**config.mk**
```make
export PLATFORM = sky130hd
export DESIGN_NAME = obi_rr_arbiter
export DESIGN_NICKNAME = d
export VERILOG_FILES = /design/src/rtl/obi_rr_arbiter.sv
export SDC_FILE = /design/constraint.sdc
export NUM_CORES = 1
export LEC_CHECK = 0
export ABC_AREA = 1
export CAP_MARGIN = 20
export CORE_AREA = 3 3 110 112
export CTS_CLUSTER_DIAMETER = 50
export DETAILED_ROUTE_END_ITERATION = 8
export DIE_AREA = 0 0 113 115
export DONT_BUFFER_PORTS = 1
export SLEW_MARGIN = 20
export SYNTH_ARGS = -nofsm -noshare
export SYNTH_HDL_FRONTEND = slang
export SYNTH_SLANG_ARGS = --single-unit
```
**constraint.sdc**
```tcl
create_clock -name clk_i -period 3.45 [get_ports clk_i]
set_clock_uncertainty 0.05 [all_clocks]
set_input_delay 0.5175 -clock clk_i [delete_from_list [all_inputs] [get_ports clk_i]]
set_output_delay 0.5175 -clock clk_i [all_outputs]
set_load 0.05 [all_outputs]
```
**src/rtl/obi_rr_arbiter.sv**
```systemverilog
// obi_rr_arbiter: round-robin N:1 OBI arbiter with in-order response routing through an ID FIFO
module obi_rr_arbiter #(
  parameter int NumMgr    = 2,
  parameter int AddrWidth = 32,
  parameter int DataWidth = 32,
  parameter int MaxOutstd = 2
) (
  input  logic                          clk_i,
  input  logic                          rst_ni,
  input  logic [NumMgr-1:0]             mgr_req_i,
  input  logic [NumMgr*AddrWidth-1:0]   mgr_addr_i,
  input  logic [NumMgr-1:0]             mgr_we_i,
  input  logic [NumMgr*DataWidth/8-1:0] mgr_be_i,
  input  logic [NumMgr*DataWidth-1:0]   mgr_wdata_i,
  output logic [NumMgr-1:0]             mgr_gnt_o,
  output logic [NumMgr-1:0]             mgr_rvalid_o,
  output logic [DataWidth-1:0]          mgr_rdata_o,
  output logic                          sbr_req_o,
  output logic [AddrWidth-1:0]          sbr_addr_o,
  output logic                          sbr_we_o,
  output logic [DataWidth/8-1:0]        sbr_be_o,
  output logic [DataWidth-1:0]          sbr_wdata_o,
  input  logic                          sbr_gnt_i,
  input  logic                          sbr_rvalid_i,
  input  logic [DataWidth-1:0]          sbr_rdata_i,
  output logic                          rsp_err_o
);
  localparam int BeWidth = DataWidth / 8;
  localparam int IdW     = NumMgr > 1 ? $clog2(NumMgr) : 1;
  localparam int CntW    = $clog2(MaxOutstd + 1);
  localparam int PtrW    = MaxOutstd > 1 ? $clog2(MaxOutstd) : 1;
  localparam logic [NumMgr-1:0] One = {{(NumMgr-1){1'b0}}, 1'b1};
  logic [IdW-1:0]  rr_ptr_q, winner, idx;
  logic [IdW-1:0]  fifo_q [MaxOutstd];
  logic [PtrW-1:0] wr_ptr_q, rd_ptr_q;
  logic [CntW-1:0] count_q;
  logic            found, full, push, pop;
  // scan from rr_ptr upward; iterating in reverse lets the nearest requester overwrite the others
  always_comb begin
    winner = '0;
    idx    = '0;
    found  = 1'b0;
    for (int k = NumMgr - 1; k >= 0; k--) begin
      idx = IdW'((int'(rr_ptr_q) + k) % NumMgr);
      if (mgr_req_i[idx]) begin
        winner = idx;
        found  = 1'b1;
      end
    end
  end
  assign full         = count_q == CntW'(MaxOutstd);
  assign sbr_req_o    = found & ~full;
  assign sbr_addr_o   = found ? mgr_addr_i[winner*AddrWidth +: AddrWidth] : '0;
  assign sbr_we_o     = found ? mgr_we_i[winner] : 1'b0;
  assign sbr_be_o     = found ? mgr_be_i[winner*BeWidth +: BeWidth] : '0;
  assign sbr_wdata_o  = found ? mgr_wdata_i[winner*DataWidth +: DataWidth] : '0;
  assign push         = sbr_req_o & sbr_gnt_i;
  assign pop          = sbr_rvalid_i & (count_q != '0);
  assign mgr_gnt_o    = push ? One << winner : '0;
  assign mgr_rvalid_o = pop ? One << fifo_q[rd_ptr_q] : '0;
  assign mgr_rdata_o  = sbr_rdata_i;
  assign rsp_err_o    = sbr_rvalid_i & (count_q == '0);
  // ID storage needs no reset: entries are only read while count covers them
  always_ff @(posedge clk_i) begin
    if (push) fifo_q[wr_ptr_q] <= winner;
  end
  // round-robin pointer, FIFO pointers and outstanding count
  always_ff @(posedge clk_i or negedge rst_ni) begin
    if (!rst_ni) begin
      rr_ptr_q <= '0;
      wr_ptr_q <= '0;
      rd_ptr_q <= '0;
      count_q  <= '0;
    end else begin
      if (push) begin
        rr_ptr_q <= winner == IdW'(NumMgr - 1) ? '0 : winner + 1'b1;
        wr_ptr_q <= wr_ptr_q == PtrW'(MaxOutstd - 1) ? '0 : wr_ptr_q + 1'b1;
      end
      if (pop) rd_ptr_q <= rd_ptr_q == PtrW'(MaxOutstd - 1) ? '0 : rd_ptr_q + 1'b1;
      count_q <= count_q + CntW'(push) - CntW'(pop);
    end
  end
endmodule

```
# Word level (Yosys, flattened, before mapping)
# Memory sizes are Yosys's and may differ from the RTL's.
# Index checks and enable logic that the tools add are counted.
classes:
  addsub: 6
  order_cmp: 3
  n_eq_ne: 1
  shifts: 5
  mux: 21
  bitwise: 5
  reduce_logical: 2
op_table:
  columns: ["op", "count"]
  rows:
  - ["64-bit by 7-bit variable part select with 32-bit output", 2]
  - ["32-bit two-way mux", 2]
  - ["1-bit two-way mux", 16]
  - ["8-bit by 4-bit variable part select with 4-bit output", 1]
  - ["1-bit by 2-bit < comparator with 1-bit output (second input constant)", 3]
  - ["1-bit adder (second input constant)", 4]
  - ["1-bit AND", 4]
  - ["2-bit two-way mux", 2]
  - ["4-bit two-way mux", 1]
  - ["1-bit by 1-bit << shifter with 2-bit output (first input constant)", 2]
  - ["2-bit by 1-bit adder with 2-bit output", 1]
  - ["2-bit equality test (second input constant)", 1]
  - ["2-bit zero test", 1]
  - ["2-bit nonzero test", 1]
  - ["2-bit by 1-bit subtractor with 2-bit output", 1]
  - ["1-bit inverter", 1]
totals:
  reg_bits: 5
  mem_bits_rw: 2
  input_bits: 176
  output_inout_bits: 107
  elab_cells: 48
  n_memories: 1
memory_table:
  columns: ["memory", "words", "word_bits", "rd", "rd_clocked_by_memory_dff", "wr", "line", "source"]
  rows:
  - ["fifo_q", 2, 1, 1, 0, 1, "34", "logic [IdW-1:0] fifo_q [MaxOutstd];"]

# Longest topological paths before layout
logic_depth:
  ltp_word: 9
  depth_mapped: 10
  ltp_nobuf: 9

# Least setup slack after synthesis
# Ideal clock, no wire load.
synth_path:
  path_type: "input to output"
  startpoint: "in mgr_req_i[0]"
  endpoint: "out mgr_gnt_o[0]"
  t_arrival_ps: 1898
  t_required_ps: 2882
  slack_ps: 984
  cell_stages: 5
  n_path_buf: 1
  cell_sequence: "buf_6 > nor2_1 > nor2_1 > nand3_1 > inv_1"
synth_between:
  elab_chain_len: 7
  elab_cells_between_ends: 12
  cone_classes: "1 x shift; 9 x mux; 2 x bitwise"
synth_lines:
  columns: ["item", "line", "source"]
  rows:
  - ["start, declared", "10", "input logic [NumMgr-1:0] mgr_req_i,"]
  - ["1-bit two-way mux (implied by the code) (2 in a row)", "45", "if (mgr_req_i[idx]) begin"]
  - ["1-bit two-way mux", "45", null]
  - ["1-bit two-way mux *", "45", null]
  - ["1-bit AND *", "52", "assign sbr_req_o = found & ~full;"]
  - ["named net sbr_req_o", "18", "output logic sbr_req_o,"]
  - ["1-bit AND *", "57", "assign push = sbr_req_o & sbr_gnt_i;"]
  - ["2-bit two-way mux *", "59", "assign mgr_gnt_o = push ? One << winner : '0;"]
  - ["end, declared", "15", "output logic [NumMgr-1:0] mgr_gnt_o,"]
# The timed path passes the listed nets; every way through them passes the cells marked *. The select of a mux whose other input is x is not followed.

# Worst setup path after layout
layout_path:
  startpoint: "reg rr_ptr_q"
  endpoint: "out sbr_addr_o[16]"
layout_between:
  elab_chain_len: 7
  elab_cells_between_ends: 11
  cone_classes: "1 x add/sub; 1 x shift; 9 x mux"
layout_lines:
  columns: ["item", "line", "source"]
  rows:
  - ["start, declared", "33", "logic [IdW-1:0] rr_ptr_q, winner, idx;"]
  - ["start signal, assigned", "76", "rr_ptr_q <= winner == IdW'(NumMgr - 1) ? '0 : winner + 1'b1;"]
  - ["1-bit adder", "44", "idx = IdW'((int'(rr_ptr_q) + k) % NumMgr);"]
  - ["1-bit two-way mux (implied by the code) (2 in a row)", "45", null]
  - ["1-bit two-way mux (2 in a row)", "45", null]
  - ["64-bit by 7-bit variable part select with 32-bit output", "53", "assign sbr_addr_o = found ? mgr_addr_i[winner*AddrWidth +: AddrWidth] : '0;"]
  - ["32-bit two-way mux *", "53", null]
  - ["end, declared", "19", "output logic [AddrWidth-1:0] sbr_addr_o,"]
# Every way passes the cells marked *; elsewhere a longest branch is shown, timed or not. The select of a mux whose other input is x is not followed.

==> flow_summary.json <==
{
  "drv_slew": 0,
  "cts_tree": "built",
  "path_class": "reg2out",
  "synth_top_family_by_area": "simple AND/OR/NAND/NOR gates",
  "fin_ws_ns": 0.8225,
  "cts_buffers": 3,
  "place_inst": 405,
  "critPathMaxFanout": 38,
  "status": "finished clean",
  "crit_path_end_kind": "output pin",
  "top_usage_layer": "met2",
  "drcViolationCount": 0,
  "area_delta_synth_final_pct": -4.338,
  "root_buffer": "clkbuf_16",
  "setup_violations": 0,
  "drt_wl_total_um": 5881,
  "postRouteAntennaNets": 0,
  "final_core_util_pct": 13.89,
  "p_leak_nw": 0.8857,
  "syn_area_mm2": 0.001644,
  "rsz0062_at_grt": "false",
  "die_w_um": 113,
  "cp_top_family": "simple AND/OR/NAND/NOR gates",
  "rr_worst_depth": 8,
  "use_met2_pct": 12.12,
  "clkSlewWorstSetupHoldPaths_ns": 0.03,
  "synth_compound_area_share_pct": 0.6088,
  "peakVddDrop_v": 0.0002643,
  "regToRegStartpoint": "count_q[1]$_DFF_PN0_",
  "coreArea_mm2": 0.01132,
  "yosys.cell_types.count": 21,
  "syn_nets": 490,
  "place.port_buffers": 0,
  "post-route-period-util_pct": 76.16,
  "cp.buffers_inverters": 2,
  "start_util_pct": 14.52,
  "cap_violations": 0,
  "htree_levels": 1,
  "seq_area_frac_synth_pct": 11.26,
  "mostFrequentLayoutCell": "nand2_1",
  "antenna_found_initial": 0,
  "arrival_ns": 2.06,
  "hold_start": "wr_ptr_q$_DFFE_PN0N_",
  "dpl.hpwl_um": 4757,
  "place_ws_ns": 0.9232,
  "gp_congestion": 0.7704,
  "hold_violations": 0,
  "synthMuxAreaShare_pct": 0,
  "fmax_ghz": 0.3806,
  "first_pass_iters": 4,
  "power_density_mw_per_mm2": 793.3,
  "cts.path.max_buffers": 2,
  "path_cells": "inv_1 -> nand2_2 -> nand2_4 -> buf_4 -> nand3_1 -> nand2_1",
  "dieArea_mm2": 0.01300,
  "finalNonFillerCells": 410,
  "slowest_stage": "buf_4",
  "worst_pin_slew_ns": 0.8981,
  "wl_per_cell_um": 14.34,
  "grt_start_max_net_pins": 73,
  "worst-r2r-setup-slack_ns": 1.75,
  "gr-usage-met3_pct": 2.053,
  "pin_count": 283,
  "met1_usage_pct": 9.068,
  "tns_ns": 0,
  "route.vias.total": 1806,
  "drt_iter0_markers": 126,
  "synth-xor-area-share_pct": 1.598,
  "ys_ff_latch": 7,
  "hold_path_class": "reg2reg",
  "final_nets": 446,
  "worstHoldEndpoint": "wr_ptr_q$_DFFE_PN0N_",
  "yosys.area_share.adder_pct": 1.522,
  "max_stage_delay_ns": 0.42,
  "overflow": 0,
  "post_dp_cell_area_mm2": 0.001484,
  "track_usage_pct": 7.307,
  "start_kind": "flip-flop",
  "required_ns": 2.88,
  "timing.rr.end": "count_q[1]$_DFF_PN0_",
  "synth-simple-area-share_pct": 59.13,
  "synthCells": 312,
  "rows": 39,
  "total_power_mw": 1.248,
  "grt_pass1_wl_um": 7555,
  "layout_min_cycle_time_ns": 2.628,
  "syn_area_per_cell_um2": 5.269,
  "antenna_cells": 0,
  "final_cell_mix": "150 x nand2_1, 71 x nand3_1, 12 x inv_1, 6 x nor2_1, 5 x dfrtp_1",
  "grt_pass1_vias": 1444,
  "stdcell_area_mm2": 0.001573,
  "drive_gt1_share_pct": 4.120,
  "whs_path_depth": 2,
  "clk_latency_ns": 0.23,
  "die_y_um": 115,
  "relSlewSlack_pct": 39.91,
  "viasPerCell": 4.405,
  "cts_sinks": 7,
  "synth_warnings": 0,
  "hold_ws_ns": 0.4168
}
[flip-flops by register name, indices dropped and copies added (netlist names)]
signal / flops
count_q: 2
fifo_q: 2
rd_ptr_q: 1
rr_ptr_q: 1
wr_ptr_q: 1
[worst reg2reg max path: stages (launching register included)]
cell and delay (ns):
dfrtp_1 0.45, o21ai_1 0.36, inv_1 0.09, ha_1 0.29
inv_1 0.05, ha_1 0.15, inv_1 0.04, nand2_1 0.06
nand2_1 0.04
[final cells by class]
cell class,count,area [um2]
clock buffers,4,78.83
fillers,1326,9748
inverters,13,51.30
multi-input cells,238,1039
flip-flops and latches,7,185.2
well taps,143,178.9
repair buffers,5,40.04
[logic make-up after synthesis]
family	Yosys count
and+or+nand+nor	231
AOI/OAI and AO/OA	2
buffers and inverters	67
xor gates and xnor gates	3
DFF	7
adders and majority gates	2
[where the power goes]
part,internal (mW),total (mW),switching [mW],leakage (nW)
clock,0.154,0.196,0.0425,0.0382
combinational,0.132,0.896,0.763,0.770
sequential,0.124,0.156,0.0321,0.0780
total,0.410,1.25,0.838,0.886
[worst max path at each step]
stage                                end  slack, ns  cells past startpoint                 start
after floorplan             mgr_gnt_o[0]       0.98                      5          mgr_req_i[0]
final                     sbr_addr_o[16]       0.82                      6  rr_ptr_q$_DFFE_PN0N_
after global placement     sbr_addr_o[0]       0.96                      5          mgr_req_i[0]
after global routing      sbr_addr_o[24]       0.64                      6  rr_ptr_q$_DFFE_PN0N_
after CTS                       sbr_we_o       0.83                      6  rr_ptr_q$_DFFE_PN0N_
after detailed placement        sbr_we_o       0.92                      5          mgr_req_i[0]
[cell usage after synthesis]
cell type    n  area (um2)
buf_2        8       40.04
nor2_1       6       22.52
ha_1         2       25.02
nand4_1      1       6.260
buf_4       39       292.8
xor2_1       2       17.52
o21ai_1      1       5.000
nand2_4      1       11.26
dfrtp_1      5       125.1
edfxtp_1     2       60.06
nor3b_1      1       7.510
clkbuf_1     2       7.510
inv_1       12       45.04
nand3_1     71       355.3
nand2_2      1       6.260
xnor2_1      1       8.760
buf_1        3       11.26
a21oi_1      1       5.000
buf_6        2       22.52
nand2_1    150       563.0
inv_4        1       6.260
[repair_timing]
action / 4_1_cts / 5_1_grt
endpoints found under the hold margin: 5 / 0
resized for setup: 0 / 0
hold buffers: 1 / 0
setup endpoints to repair: 0 / 0
setup buffers: 0 / 0
[metal layers]
metal / vias to the layer above / wire length, um
met2: 160 / 2767
met5: - / 0
met4: 0 / 151
met1: 771 / 2281
li1: 861 / -
met3: 14 / 680
No activity file was read; power rests on OpenSTA's default activity.
